**config.mk**
```make
export PLATFORM = sky130hd
export DESIGN_NAME = secded_decoder_pipe
export DESIGN_NICKNAME = d
export VERILOG_FILES = /design/src/rtl/secded_pkg.sv /design/src/rtl/secded_syndrome_calc.sv /design/src/rtl/secded_decoder_pipe.sv
export SDC_FILE = /design/constraint.sdc
export NUM_CORES = 1
export LEC_CHECK = 0
export CAP_MARGIN = 15
export CORE_MARGIN = 5
export CORE_UTILIZATION = 52
export DETAILED_ROUTE_END_ITERATION = 8
export PLACE_DENSITY = 0.8
export SLEW_MARGIN = 25
export SYNTH_ARGS = -nofsm -noshare
export SYNTH_HDL_FRONTEND = slang
export SYNTH_SLANG_ARGS = --single-unit
```
**constraint.sdc**
```tcl
create_clock -name clk -period 7.6 [get_ports clk]
set_clock_uncertainty 0.2 [all_clocks]
set_input_delay 0.76 -clock clk [delete_from_list [all_inputs] [get_ports clk]]
set_output_delay 0.76 -clock clk [all_outputs]
set_load 0.02 [all_outputs]
```
**src/rtl/secded_pkg.sv**
```systemverilog
// secded_pkg: shared SECDED types and codeword-layout helpers for encoder and decoder
package secded_pkg;
  typedef enum logic [1:0] {CLEAN, SEC, DED} cls_e;
  function automatic bit is_pow2(input int x);
    return x > 0 && (x & (x - 1)) == 0;
  endfunction
  // minimal Hamming check-bit count with 2^p >= dw + p + 1
  function automatic int calc_pw(input int dw);
    int p = 0;
    for (int k = 1; k < 31; k++) if (p == 0 && (1 << k) >= dw + k + 1) p = k;
    return p;
  endfunction
  // codeword position of data bit idx: non-power-of-two positions from 3 upward
  function automatic int data_pos(input int idx);
    int n = 0;
    int r = 0;
    for (int p = 3; p < idx + 40; p++)
      if (!is_pow2(p)) begin
        if (n == idx) r = p;
        n++;
      end
    return r;
  endfunction
endpackage

```
**src/rtl/secded_syndrome_calc.sv**
```systemverilog
// secded_syndrome_calc: combinational Hamming syndrome and overall parity of a codeword
module secded_syndrome_calc import secded_pkg::*; #(
  parameter int CODE_W = 72,
  parameter int P_W    = 7
) (
  input  logic [CODE_W-1:0] code_i,
  output logic [P_W-1:0]    syn_o,
  output logic              par_o
);
  // XOR of the indices of every set bit; position 0 carries no index weight
  always_comb begin
    syn_o = '0;
    for (int i = 1; i < CODE_W; i++) syn_o ^= code_i[i] ? P_W'(i) : '0;
  end
  assign par_o = ^code_i;
endmodule

```
**src/rtl/secded_decoder_pipe.sv**
```systemverilog
// secded_decoder_pipe: two-stage SECDED decoder with stream handshake and error statistics
module secded_decoder_pipe import secded_pkg::*; #(
  parameter int DATA_W  = 64,
  parameter int P_W     = 7,
  parameter int CODE_W  = DATA_W + P_W + 1,
  parameter int COUNT_W = 16
) (
  input  logic               clk,
  input  logic               rst,
  input  logic [CODE_W-1:0]  code_in,
  input  logic               in_valid,
  output logic               in_ready,
  output logic [DATA_W-1:0]  data_out,
  output logic               out_valid,
  input  logic               out_ready,
  output logic               sec_flag,
  output logic               ded_flag,
  output logic [P_W-1:0]     syndrome_out,
  output logic [COUNT_W-1:0] sec_count,
  output logic [COUNT_W-1:0] ded_count,
  output logic [P_W:0]       first_err_syn,
  input  logic               cnt_clr
);
  if (DATA_W < 4 || P_W != calc_pw(DATA_W) || CODE_W != DATA_W + P_W + 1) begin : g_bad_params
    $error("secded_decoder_pipe: inconsistent DATA_W/P_W/CODE_W");
  end
  logic [P_W-1:0] syn_c;
  logic par_c;
  logic [DATA_W-1:0] raw_c, data_c;
  logic s1_valid_q, s1_par_q;
  logic [P_W-1:0] s1_syn_q;
  logic [DATA_W-1:0] s1_raw_q;
  logic out_valid_q, sec_q, ded_q;
  logic [DATA_W-1:0] data_q;
  logic [P_W-1:0] syn_q;
  logic [COUNT_W-1:0] sec_cnt_q, sec_cnt_d, ded_cnt_q, ded_cnt_d;
  logic [P_W:0] first_q, first_d;
  logic s1_load, s2_load, hs;
  cls_e cls;
  secded_syndrome_calc #(.CODE_W(CODE_W), .P_W(P_W)) u_syn (
    .code_i(code_in),
    .syn_o (syn_c),
    .par_o (par_c)
  );
  // only data positions are kept; check bits matter solely through syn/par
  for (genvar j = 0; j < DATA_W; j++) begin : g_data
    assign raw_c[j]  = code_in[data_pos(j)];
    assign data_c[j] = s1_raw_q[j] ^ (cls == SEC && int'(s1_syn_q) == data_pos(j));
  end
  assign s2_load  = !out_valid_q || out_ready;
  assign s1_load  = !s1_valid_q || s2_load;
  assign in_ready = s1_load;
  assign hs       = out_valid_q && out_ready;
  assign cls = (!s1_par_q && s1_syn_q == '0) ? CLEAN :
               (s1_par_q && int'(s1_syn_q) < CODE_W) ? SEC : DED;
  // stage 1: capture raw data bits with syndrome and parity
  always_ff @(posedge clk or posedge rst)
    if (rst) begin
      s1_valid_q <= 1'b0;
      s1_raw_q   <= '0;
      s1_syn_q   <= '0;
      s1_par_q   <= 1'b0;
    end else if (s1_load) begin
      s1_valid_q <= in_valid;
      s1_raw_q   <= raw_c;
      s1_syn_q   <= syn_c;
      s1_par_q   <= par_c;
    end
  // stage 2: corrected data and classification, held while the consumer stalls
  always_ff @(posedge clk or posedge rst)
    if (rst) begin
      out_valid_q <= 1'b0;
      data_q      <= '0;
      sec_q       <= 1'b0;
      ded_q       <= 1'b0;
      syn_q       <= '0;
    end else if (s2_load) begin
      out_valid_q <= s1_valid_q;
      data_q      <= data_c;
      sec_q       <= s1_valid_q && cls == SEC;
      ded_q       <= s1_valid_q && cls == DED;
      syn_q       <= s1_syn_q;
    end
  // statistics next state: clear beats a same-cycle event, counters saturate
  always_comb begin
    sec_cnt_d = cnt_clr ? '0 : (hs && sec_q && sec_cnt_q != '1) ? sec_cnt_q + COUNT_W'(1) : sec_cnt_q;
    ded_cnt_d = cnt_clr ? '0 : (hs && ded_q && ded_cnt_q != '1) ? ded_cnt_q + COUNT_W'(1) : ded_cnt_q;
    first_d   = cnt_clr ? '0 : (hs && (sec_q || ded_q) && !first_q[P_W]) ? {1'b1, syn_q} : first_q;
  end
  // statistics registers
  always_ff @(posedge clk or posedge rst)
    if (rst) begin
      sec_cnt_q <= '0;
      ded_cnt_q <= '0;
      first_q   <= '0;
    end else begin
      sec_cnt_q <= sec_cnt_d;
      ded_cnt_q <= ded_cnt_d;
      first_q   <= first_d;
    end
  assign out_valid     = out_valid_q;
  assign data_out      = data_q;
  assign sec_flag      = sec_q;
  assign ded_flag      = ded_q;
  assign syndrome_out  = syn_q;
  assign sec_count     = sec_cnt_q;
  assign ded_count     = ded_cnt_q;
  assign first_err_syn = first_q;
endmodule

```
* Yosys cells after proc, flatten, opt, wreduce, memory -nomap -nowiden *
Cells that the tools add are included.

cells by class
  add/sub/neg operators = 2
  order comparisons = 1
  equality and inequality tests = 68
  muxes and demuxes = 79
  bitwise operators = 134
  reductions and logical operators = 87

operator list
  cell                                                 number
  XOR 7 bit                                            70
  equality test 7 bit, second input constant           38
  two-way mux 6 bit                                    32
  equality test 7 x 6 -> 1 bit, second input constant  15
  two-way mux 5 bit                                    16
  logical AND 1 bit                                    75
  XOR reduction 72 bit                                 1
  two-way mux 16 bit                                   4
  XOR 1 bit                                            64
  two-way mux 7 bit                                    8
  equality test 7 x 5 -> 1 bit, second input constant  7
  adder 16 x 1 -> 16 bit, second input constant        2
  two-way mux 4 bit                                    8
  != test 16 bit, second input constant                2
  equality test 7 x 4 -> 1 bit, second input constant  3
  two-way mux 8 bit                                    2
  two-way mux 3 bit                                    4
  two-way mux 2 bit                                    4
  equality test 7 x 3 -> 1 bit, second input constant  1
  logical NOT 7 bit                                    1
  < comparator 7 bit, second input constant            1
  nonzero test 2 bit                                   3
  logical NOT 1 bit                                    4
  logical OR 1 bit                                     3
  other kinds (3)                                      3

storage, ports and cells
  register bits after elaboration = 187
  output and inout bits = 115

* Logic depth before layout (Yosys ltp) *
Gate-level depths: netlist (run 1).

  depth after elaboration = 71
  mapped depth = 7

* Hierarchy *
From an unflattened synthesis (run 1), not the netlist that was laid out.

second synthesis, totals
  cell total of the unflattened synthesis = 916
  area, all modules = 10,262.3 µm²

by module, submodules not included
  module                times used  cells an instance  area each (µm²)  seq. area each (µm²)
  secded_decoder_pipe   1           788                8,944.8          4,679.5
  secded_syndrome_calc  1           128                1,317.5          0.0

* Least setup slack after synthesis (run 1) *
OpenSTA, ideal clock, no wires.

  path type = input -> register
  from = input code_in[61]
  to = register s1_par_q
  library setup time = 0.077 ns
  data arrival time = 2.377 ns
  setup slack = 4.946 ns
  cell stages on the path = 6
  path through = xor2_2 -> xnor2_2 -> xnor3_2 -> xnor2_2 -> xor3_1 -> a21oi_1

on the way
  word-level cells in the longest chain between the ends = 1

RTL lines
  element                 RTL line                    text
  start: declaration      secded_decoder_pipe.sv:10   input logic [CODE_W-1:0] code_in,
  XOR reduction 72 bit    secded_syndrome_calc.sv:15  assign par_o = ^code_i;
  end signal: assignment  secded_decoder_pipe.sv:67   s1_par_q <= par_c;
  end: declaration        secded_decoder_pipe.sv:30   logic s1_valid_q, s1_par_q;

No other way between the ends.
A chain may end at the register's enable or synchronous reset.

* Worst setup path after layout (run 1) *
  from = input out_ready
  to = output in_ready

on the way
  word-level cells in the longest chain between the ends = 2

RTL lines
  element             RTL line                   text
  start: declaration  secded_decoder_pipe.sv:15  input logic out_ready,
  logical OR 1 bit    secded_decoder_pipe.sv:50  assign s2_load = !out_valid_q || out_ready;
  logical OR 1 bit    secded_decoder_pipe.sv:51  assign s1_load = !s1_valid_q || s2_load;
  end: declaration    secded_decoder_pipe.sv:12  output logic in_ready,

No other way between the ends.

==> results of run 1 <==
-- layout make-up --
cell class,count,area share (%)
well taps,229,2.31
clock inverters,13,2.09
multi-input cells,666,38.3
inverters,4,0.182
flip-flops and latches,187,37.8
repair buffers,195,15.7
clock buffers,19,3.58
-- kinds of logic (layout without fill, tap and decap cells) --
group           Yosys count  count (layout)  synth area share (%)
flops                   187             187                  48.7
fa+ha+maj                 2               2                 0.261
buf+inv                  42             231                  1.95
compound gates           92              92                  5.12
mux                      81              81                  9.38
simple gates            275             275                  12.8
xor+xnor                216             216                  21.8
-- placed cells by master (no fill, tap or decap), types with 2 or more instances in the layout --
cell                              netlist  layout
sky130_fd_sc_hd__a21oi_1               13      13
sky130_fd_sc_hd__a41oi_1                2       2
sky130_fd_sc_hd__and2_1                 3       3
sky130_fd_sc_hd__and3_1                 5       5
sky130_fd_sc_hd__and4_1                 2       2
sky130_fd_sc_hd__buf_4                  0       3
sky130_fd_sc_hd__bufinv_16              0       7
sky130_fd_sc_hd__clkbuf_16              0      17
sky130_fd_sc_hd__clkdlybuf4s50_1        0     191
sky130_fd_sc_hd__clkinv_4               0       2
sky130_fd_sc_hd__dfrtp_1              187     187
sky130_fd_sc_hd__ha_1                   2       2
sky130_fd_sc_hd__inv_1                  4       3
sky130_fd_sc_hd__inv_6                  0       3
sky130_fd_sc_hd__mux2_2                72      72
sky130_fd_sc_hd__mux2i_1                9       9
sky130_fd_sc_hd__nand2_1              104     104
sky130_fd_sc_hd__nand2b_1               4       4
sky130_fd_sc_hd__nand3_1               19      19
sky130_fd_sc_hd__nand4_1               12      12
sky130_fd_sc_hd__nor2_1                90      90
sky130_fd_sc_hd__nor2b_1                5       4
sky130_fd_sc_hd__nor3_1                10      10
sky130_fd_sc_hd__nor3b_1                4       4
sky130_fd_sc_hd__nor4_1                 3       3
sky130_fd_sc_hd__o21ai_0               40      40
sky130_fd_sc_hd__o21ai_1               32      32
sky130_fd_sc_hd__or2_2                  2       2
sky130_fd_sc_hd__or3_1                  5       5
sky130_fd_sc_hd__xnor2_1              152     152
sky130_fd_sc_hd__xnor2_2                4       4
sky130_fd_sc_hd__xnor3_1                5       5
sky130_fd_sc_hd__xnor3_2                2       2
sky130_fd_sc_hd__xor2_1                48      48
sky130_fd_sc_hd__xor3_1                 2       2
-- synthesized netlist by cell type, types with 9 or more instances --
cell type / n / area (µm²)
sky130_fd_sc_hd__mux2_2: 72 / 811
sky130_fd_sc_hd__mux2i_1: 9 / 90.1
sky130_fd_sc_hd__nor2_1: 90 / 338
sky130_fd_sc_hd__nand2_1: 104 / 390
sky130_fd_sc_hd__dfrtp_1: 187 / 4680
sky130_fd_sc_hd__nor3_1: 10 / 50.1
sky130_fd_sc_hd__nand3_1: 19 / 95.1
sky130_fd_sc_hd__xor2_1: 48 / 420
sky130_fd_sc_hd__a21oi_1: 13 / 65.1
sky130_fd_sc_hd__o21ai_0: 40 / 200
sky130_fd_sc_hd__o21ai_1: 32 / 160
sky130_fd_sc_hd__nand4_1: 12 / 75.1
sky130_fd_sc_hd__clkbuf_1: 34 / 128
sky130_fd_sc_hd__xnor2_1: 152 / 1330
-- state kept, by name (all words and copies together) (netlist names), 7 cells and up --
name,flops
data_out,64
ded_count,16
first_err_syn,8
s1_raw_q,64
s1_syn_q,7
sec_count,16
syndrome_out,7
-- critical path, cell delays in order --
cell	delay [ns]
sky130_fd_sc_hd__clkdlybuf4s50_1	0.50
sky130_fd_sc_hd__nor2b_4	0.75
sky130_fd_sc_hd__nand2_4	0.37
sky130_fd_sc_hd__clkdlybuf4s50_1	0.66
-- layer usage --
layer  up-vias  wire (µm)  global-route usage, %
met5         -          0                      0
met4         0        567                   6.98
met3        38       2110                   5.76
met2       303      11700                   37.4
met1      3406      10600                   32.3
li1       3328          -                      -
-- report_power, final --
group	internal (W)	switching, W
clock network	0.000663	0.000392
registers	0.00114	0.000158
logic	0.000558	0.000557
total	0.00236	0.00111
-- stage by stage --
step | hold WS, ns | setup slack (ns)
2_1_floorplan | 0.301 | 1.55
3_3_place_gp | 0.262 | 3.60
3_5_place_dp | 0.269 | 3.58
4_1_cts | 0.284 | 3.58
5_1_grt | 0.310 | 3.41
6_report | 0.280 | 3.59
-- worst max path at each step --
stage	startpoint	endpoint
global route	out_ready	in_ready
floorplan	rst	data_out[0]
detailed placement	out_ready	in_ready
global placement	out_ready	in_ready
CTS	out_ready	in_ready
finish	out_ready	in_ready
==> impl_metrics.json, run 1 <==
{
  "required_ns": 6.64,
  "area_delta_synth_final_pct": 28.9,
  "hold_start": "data_out[50]",
  "synth_sequential_area_ratio_pct": 48.7,
  "final_util_pct": 68.4,
  "drt-vias-per-instance": 5.39,
  "design.portCount": 192,
  "cts.htree.levels": 4,
  "groute.usage.overall_pct": 23.5,
  "clkSlewWorstSetupHoldPaths_ns": 0.07,
  "report.final.hold_viol_count": 0,
  "ctsRootBufferMaster": "sky130_fd_sc_hd__clkbuf_16",
  "clk-insertion-delay-late_ns": 0.43,
  "detailroute.via_count": 7075,
  "start_util_pct": 53.1,
  "drc": 0,
  "worst_hold_path.num_cells": 2,
  "cts_sink_cnt": 187,
  "register_area_um2": 4680,
  "reg2reg_setup_slack_ns": 4.84,
  "timing.final.max_slew_violations": 0,
  "nFillCells": 1378,
  "synthesis.area_um2": 9600,
  "wl_mm": 25.0,
  "post_synth_edffs": 0,
  "ys_async_sr_fraction_pct": 100,
  "grt_first_pass_wirelength_mm": 39.2,
  "drt_first_pass_iters": 5,
  "netlist_instances": 895,
  "setup.worst_path.start_class": "input pin",
  "powerDensity_nw_per_um2": 280,
  "dieWidth_um": 146,
  "timing.critical_path.to_type": "output pin",
  "worstSetupPathType": "in -> out",
  "portBuffers": 191,
  "detail_route.iter0.violations": 471,
  "fp-row-count": 49,
  "antenna_left": 0,
  "die_height_um": 146,
  "multi_input_comb_area_um2": 4740,
  "design_power_total_w": 0.00347,
  "crit-reg2reg-launch": "out_valid",
  "final_min_period_over_clock_period_pct": 52.8,
  "cts_tree": "yes",
  "total_leakage_power_nw": 4.85,
  "postSynthRegisterBits": 187,
  "fmaxAchievable_mhz": 249,
  "status": "complete, no violations",
  "hold_class": "reg -> reg",
  "wl_per_cell_um": 19.0,
  "placed_cells": 1281,
  "post-cts-setup-buffer-count": 0,
  "max_root_sink_buffers": 2,
  "postSynthNetCount": 974,
  "worst_ir_drop_vdd_mv": 0.198,
  "timing.max_cap.violations": 0,
  "worstHoldEndpoint": "data_out[50]",
  "synth_ff_type": "sky130_fd_sc_hd__dfrtp_1",
  "rsz_0062_raised_after_global_routing": "no",
  "proportion_of_layout_cells_with_a_drive_suffix_above_1_pct": 11.3,
  "reg2regPathDepth": 4,
  "layout_cells_excl_fill": 1313,
  "routability_congestion_estimate_from_global_placement": 0.900,
  "vias_in_the_first_global_route": 7007,
  "rr_endpoint": "s1_raw_q[21]",
  "floorplan.die_area_um2": 21300,
  "yosysUniqueCellTypes": 47,
  "place_hpwl_mm": 18.3,
  "actual_transition_at_the_worst_max_transition_pin_ns": 0.916,
  "postCtsHoldBufs": 0,
  "resize_count_post_cts": 0,
  "tritoncts.num_buffers": 17,
  "slew-limit-headroom_pct": 38.8,
  "pin_count_of_the_biggest_net_entering_global_routing": 109,
  "n_antenna_cell": 0,
  "finalSetupTns_ns": 0,
  "worst-endpoint-arrival_ns": 3.05,
  "setup-violations-final": 0,
  "grt_remaining_overflow": 0,
  "critical_path_peak_fanout": 49,
  "antenna_found_initial": 0,
  "finalWorstPathRequiredPeriod_ns": 4.01,
  "final_area_um2": 12400,
  "core-area_um2": 18100,
  "synth_area_per_cell_um2": 10.7,
  "synth_warnings": 0,
  "placed_cell_areas_um2": 11700,
  "finalNetCount": 1150
}
Power figures use the tool's default switching activity.
==> inputs of run 2 (changes only) <==
- clock period: 7.6 -> 3.8 ns (I/O delays scaled with it)
==> run 2 against run 1 <==
Effect of this change:
- sequential power grew 100%
- worst hold slack worse by 0.022 ns
- final area down 0.60%
- critical endpoint is now s1_par_q
==> impl_metrics.json, run 2 (same netlist as run 1, synthesis figures left out) <==
{
  "tritoncts.num_buffers": 17,
  "place_hpwl_mm": 19.3,
  "status": "complete, no violations",
  "actual_transition_at_the_worst_max_transition_pin_ns": 0.838,
  "worst_path_largest_cell_delay_ns": 0.53,
  "setup.worst_path.start_class": "input pin",
  "clk-insertion-delay-late_ns": 0.43,
  "timing.critical_path.to_type": "flop",
  "worst-endpoint-arrival_ns": 2.80,
  "clkSlewWorstSetupHoldPaths_ns": 0.07,
  "hold_class": "in -> async",
  "total_leakage_power_nw": 4.81,
  "wl_per_cell_um": 19.5,
  "slew-limit-headroom_pct": 43.9,
  "fmaxAchievable_mhz": 379,
  "grt_first_pass_wirelength_mm": 40.9,
  "detail_route.iter0.violations": 551,
  "final_min_period_over_clock_period_pct": 69.5,
  "die_height_um": 146,
  "setup-violations-final": 0,
  "cts_sink_cnt": 187,
  "worst_ir_drop_vdd_mv": 0.375,
  "dieWidth_um": 146,
  "rsz_0062_raised_after_global_routing": "no",
  "report.final.hold_viol_count": 0,
  "final_common_cell": "sky130_fd_sc_hd__clkdlybuf4s50_1",
  "finalWorstPathRequiredPeriod_ns": 2.64,
  "pin_count_of_the_biggest_net_entering_global_routing": 82,
  "resize_count_post_cts": 0,
  "layout_common_cells": "191 x sky130_fd_sc_hd__clkdlybuf4s50_1, 187 x sky130_fd_sc_hd__dfrtp_1, 152 x sky130_fd_sc_hd__xnor2_1",
  "placement.setup.worst_slack_ns": 0.722,
  "cts_tree": "yes",
  "area_delta_synth_final_pct": 28.1,
  "worst_path_max_delay_cell": "sky130_fd_sc_hd__clkdlybuf4s50_1",
  "drc": 0,
  "timing.final.max_slew_violations": 0,
  "groute.usage.overall_pct": 24.5,
  "max_root_sink_buffers": 2,
  "powerDensity_nw_per_um2": 538,
  "proportion_of_layout_cells_with_a_drive_suffix_above_1_pct": 11.8,
  "final_util_pct": 68.0,
  "path_cells": "clkdlybuf4s50_1, xor2_2, xnor2_2, xnor3_2, xnor2_2, xor3_1, a21oi_1",
  "timing.max_cap.violations": 0,
  "postCtsHoldBufs": 0,
  "cts.htree.levels": 4,
  "antenna_found_initial": 0,
  "drt_first_pass_iters": 5,
  "antenna_left": 0,
  "critical-path-top-delay-family": "XOR/XNOR gates",
  "wl_mm": 25.7,
  "design.portCount": 192,
  "core-area_um2": 18100,
  "routability_congestion_estimate_from_global_placement": 0.920,
  "cp_bufs_invs": 1,
  "n_antenna_cell": 0,
  "critical_path_peak_fanout": 3,
  "finalSetupTns_ns": 0,
  "grt_remaining_overflow": 0,
  "ctsRootBufferMaster": "sky130_fd_sc_hd__clkbuf_16",
  "nFillCells": 1395,
  "worstSetupPathType": "in -> reg",
  "post-cts-setup-buffer-count": 0,
  "detailroute.via_count": 7259,
  "fp-row-count": 49,
  "path_common_cell": "sky130_fd_sc_hd__xnor2_2",
  "portBuffers": 191,
  "vias_in_the_first_global_route": 7466,
  "required_ns": 3.96,
  "floorplan.die_area_um2": 21300,
  "drt-vias-per-instance": 5.51,
  "final.setup.worst_slack_ns": 1.16,
  "start_util_pct": 53.1,
  "finalNetCount": 1154
}
## run 2: cell types whose count changed in the layout (fill, tap and decap cells not counted), sizes merged
| cell | previous run | this run |
|---|---|---|
| bufinv | 7 | 1 |
| clkinv | 3 | 5 |
| clkinvlp | 0 | 3 |
| clkbuf | 19 | 17 |
| buf | 4 | 8 |
| inv | 7 | 10 |
## run 2: worst register-to-register path, delay by kind of cell, from the launching register on
family / cells / cell delay (ns)
compound gates: 1 / 0.09
xor+xnor: 1 / 0.17
flops: 1 / 0.67
simple gates: 3 / 1.19
## run 2: metal layers
| metal | routed length (µm) | vias to the layer above | global-route usage [%] |
|---|---|---|---|
| li1 | - | 3338 | - |
| met5 | 0 | - | 0 |
| met4 | 807 | 0 | 8.97 |
| met2 | 12000 | 324 | 39.2 |
| met3 | 2280 | 52 | 6.66 |
| met1 | 10600 | 3545 | 32.3 |
## run 2: worst paths after layout
path / cells after the start / start / slack, ns / endpoint
worst max register to register: 5 / s1_syn_q[0] / 1.35 / data_out[0]
worst min-delay path: 2 / rst / 0.26 / first_err_syn[0]
worst max-delay path: 7 / code_in[62] / 1.16 / s1_par_q
min in group clk: 2 / data_out[6] / 0.28 / data_out[6]
worst min register to register: 2 / data_out[6] / 0.28 / data_out[6]
max in group asynchronous: 3 / rst / 2.21 / data_out[55]
## run 2: area by class of cell
type | count | area [µm²] | area share, %
multi-input combinational | 666 | 4740 | 38.5
sequential | 187 | 4680 | 38.0
timing repair buffer | 199 | 2000 | 16.2
clock buffer | 17 | 425 | 3.46
tap | 229 | 287 | 2.33
clock inverter | 15 | 155 | 1.26
inverter | 4 | 18.8 | 0.153
## run 2: report_power, final
part,internal (W),switching [W]
Sequential,0.00228,0.000327
Combinational,0.00112,0.00113
Clock,0.000928,0.000831
Total,0.00433,0.00228
## run 2: per-stage QoR
step / hold WS [ns] / area [µm²] / cells / power (W)
final: 0.258 / 12300 / 1317 / 0.00662
after floorplan: 0.288 / 9610 / 895 / 0.00404
after global placement: 0.261 / 11700 / 1285 / 0.00482
after global routing: 0.303 / 12300 / 1317 / 0.00694
after detailed placement: 0.269 / 11700 / 1285 / 0.00488
after CTS: 0.275 / 12300 / 1317 / 0.00664
==> inputs of run 3 (changes only) <==
- CORE_UTILIZATION: 52 -> 47
- PLACE_DENSITY: 0.8 -> 0.77
- clock period: 3.8 -> 2.1 ns (I/O delays scaled with it)
==> run 3 against run 2 <==
Effect of this change:
- the run now ends with hold timing, setup timing left
- sequential share of layout area decreased by 4.8 points
- utilization increased by 1.7 points
- final cell count increased by 15%
- worst hold slack got worse by 0.26 ns
- via count increased by 10%
- routed wire length increased by 13%
- die area increased by 9.9%
- critical path type unchanged
- flip-flop and latch count unchanged
==> impl_metrics.json, run 3 (same netlist as run 1, synthesis figures left out) <==
{
  "fmaxAchievable_mhz": 472,
  "report.final.hold_viol_count": 2,
  "max_root_sink_buffers": 2,
  "pin_count_of_the_biggest_net_entering_global_routing": 102,
  "slew-limit-headroom_pct": 61.7,
  "powerDensity_nw_per_um2": 942,
  "start_util_pct": 47.6,
  "drt-vias-per-instance": 5.25,
  "cts.htree.levels": 4,
  "setup-violations-final": 1,
  "detail_route.iter0.violations": 398,
  "n_antenna_cell": 0,
  "drt_first_pass_iters": 5,
  "floorplan.die_area_um2": 23400,
  "hold_ws_ns": -0.00654,
  "timing.max_cap.violations": 0,
  "wl_per_cell_um": 19.0,
  "grt_remaining_overflow": 0,
  "timing.final.max_slew_violations": 0,
  "fp-row-count": 52,
  "worstSetupPathType": "in -> reg",
  "power.internal_w": 0.00874,
  "required_ns": 2.27,
  "drc": 0,
  "clkSlewWorstSetupHoldPaths_ns": 0.08,
  "crit-reg2reg-launch": "s1_syn_q[6]",
  "area_delta_synth_final_pct": 46.5,
  "finalWorstPathRequiredPeriod_ns": 2.12,
  "layout_cells_excl_fill": 1520,
  "dieWidth_um": 153,
  "critical_path_origin": "code_in[70]",
  "seq_pwr_share_pct": 34.6,
  "finalNetCount": 1316,
  "worst_ir_drop_vdd_mv": 0.782,
  "final.setup.worst_slack_ns": -0.0192,
  "portBuffers": 191,
  "routability_congestion_estimate_from_global_placement": 0.940,
  "ctsRootBufferMaster": "sky130_fd_sc_hd__clkbuf_16",
  "actual_transition_at_the_worst_max_transition_pin_ns": 0.574,
  "reg2reg_setup_slack_ns": 0.06,
  "vias_in_the_first_global_route": 8234,
  "hold_start": "code_in[53]",
  "clkPwrFrac_pct": 25.5,
  "design.portCount": 192,
  "wl_mm": 28.9,
  "reg2regPathDepth": 6,
  "placed_cell_areas_um2": 12900,
  "clk-insertion-delay-late_ns": 0.44,
  "comb_power_share_pct": 39.9,
  "grt_first_pass_wirelength_mm": 44.6,
  "final_min_period_over_clock_period_pct": 101,
  "power.switching_w": 0.00451,
  "final_area_um2": 14100,
  "violations": "hold timing, setup timing",
  "placed_cells": 1468,
  "core-area_um2": 20200,
  "worstHoldEndpoint": "s1_raw_q[46]",
  "worst-endpoint-arrival_ns": 2.28,
  "place_hpwl_mm": 21.2,
  "proportion_of_layout_cells_with_a_drive_suffix_above_1_pct": 26.0,
  "status": "finished, violations left",
  "die_height_um": 153,
  "antenna_found_initial": 0,
  "sw_frac_of_total_pct": 34.0,
  "detailroute.via_count": 7983,
  "layout_common_cells": "187 x sky130_fd_sc_hd__dfrtp_1, 151 x sky130_fd_sc_hd__buf_4, 149 x sky130_fd_sc_hd__clkdlybuf4s50_1",
  "total_leakage_power_nw": 6.06,
  "critical_path_peak_fanout": 2,
  "cts_sink_cnt": 187,
  "hold_class": "in -> reg",
  "antenna_left": 0,
  "setup.worst_path.start_class": "input pin",
  "final_common_cell": "sky130_fd_sc_hd__dfrtp_1",
  "rr_endpoint": "data_out[29]",
  "groute.usage.overall_pct": 24.2,
  "cts_tree": "yes",
  "worst_hold_path.num_cells": 3,
  "tritoncts.num_buffers": 17,
  "timing.critical_path.to_type": "flop"
}
[run 3: worst max-delay path by stage]
stage / endpoint / slack (ns) / cells after the start
3_5_place_dp: s1_par_q / -0.64 / 8
2_1_floorplan: data_out[0] / -0.72 / 1
5_1_grt: s1_par_q / -0.03 / 8
4_1_cts: s1_par_q / -0.04 / 8
3_3_place_gp: s1_par_q / -0.58 / 8
6_report: s1_par_q / -0.02 / 7
[run 3: power by group through the flow]
stage / Sequential, W / Combinational (W) / Clock [W]
3_5_place_dp: 0.00463 / 0.00491 / 0
3_3_place_gp: 0.00461 / 0.00481 / 0
5_1_grt: 0.00465 / 0.00559 / 0.00358
4_1_cts: 0.00457 / 0.00509 / 0.00343
6_report: 0.00458 / 0.00529 / 0.00339
2_1_floorplan: 0.00489 / 0.00242 / 0
[run 3: worst max-delay path: stages]
cell	delay [ns]
sky130_fd_sc_hd__clkdlybuf4s50_1	0.47
sky130_fd_sc_hd__xnor2_2	0.18
sky130_fd_sc_hd__xnor2_2	0.28
sky130_fd_sc_hd__xnor3_4	0.43
sky130_fd_sc_hd__xnor2_4	0.21
sky130_fd_sc_hd__xor3_1	0.34
sky130_fd_sc_hd__a21oi_1	0.17
[run 3: repair_timing]
action	4_1_cts	5_1_grt
endpoints found under the setup margin	6	41
hold endpoints to repair	1	9
hold buffers	1	9
resized for setup	34	61
pin swaps	21	38
setup buffers	5	6
[run 3: per-stage QoR]
stage	hold slack, ns	total power, W	worst slack [ns]	utilization [%]	TNS (ns)
floorplan	0.118	0.00731	-0.716	-	-133.99
global placement	0.263	0.00942	-0.579	64.2	-3.37
detailed placement	0.270	0.00955	-0.642	64.2	-4.04
CTS	0.0669	0.0131	-0.0375	68.1	-0.0375
global route	0.00726	0.0138	-0.0310	69.7	-0.103
finish	-0.00654	0.0133	-0.0192	69.7	-0.0192
[run 3: cell type report]
class                   count  area, µm²
inverters                   4       18.8
repair buffers            361       3360
clock buffers              18        439
clock inverters            14        174
fillers                  1445       6100
well taps                 270        338
multi-input cells         666       5060
flip-flops and latches    187       4680
[run 3: metal layers]
| layer | wire length (µm) | vias up | track usage (%) | share of wire, % |
|---|---|---|---|---|
| li1 | - | 3660 | - | - |
| met4 | 1240 | 0 | 9.67 | 4.3 |
| met5 | 0 | - | 0 | 0 |
| met1 | 11700 | 3898 | 31.4 | 41 |
| met3 | 2020 | 80 | 5.63 | 7.0 |
| met2 | 13900 | 345 | 39.5 | 48 |
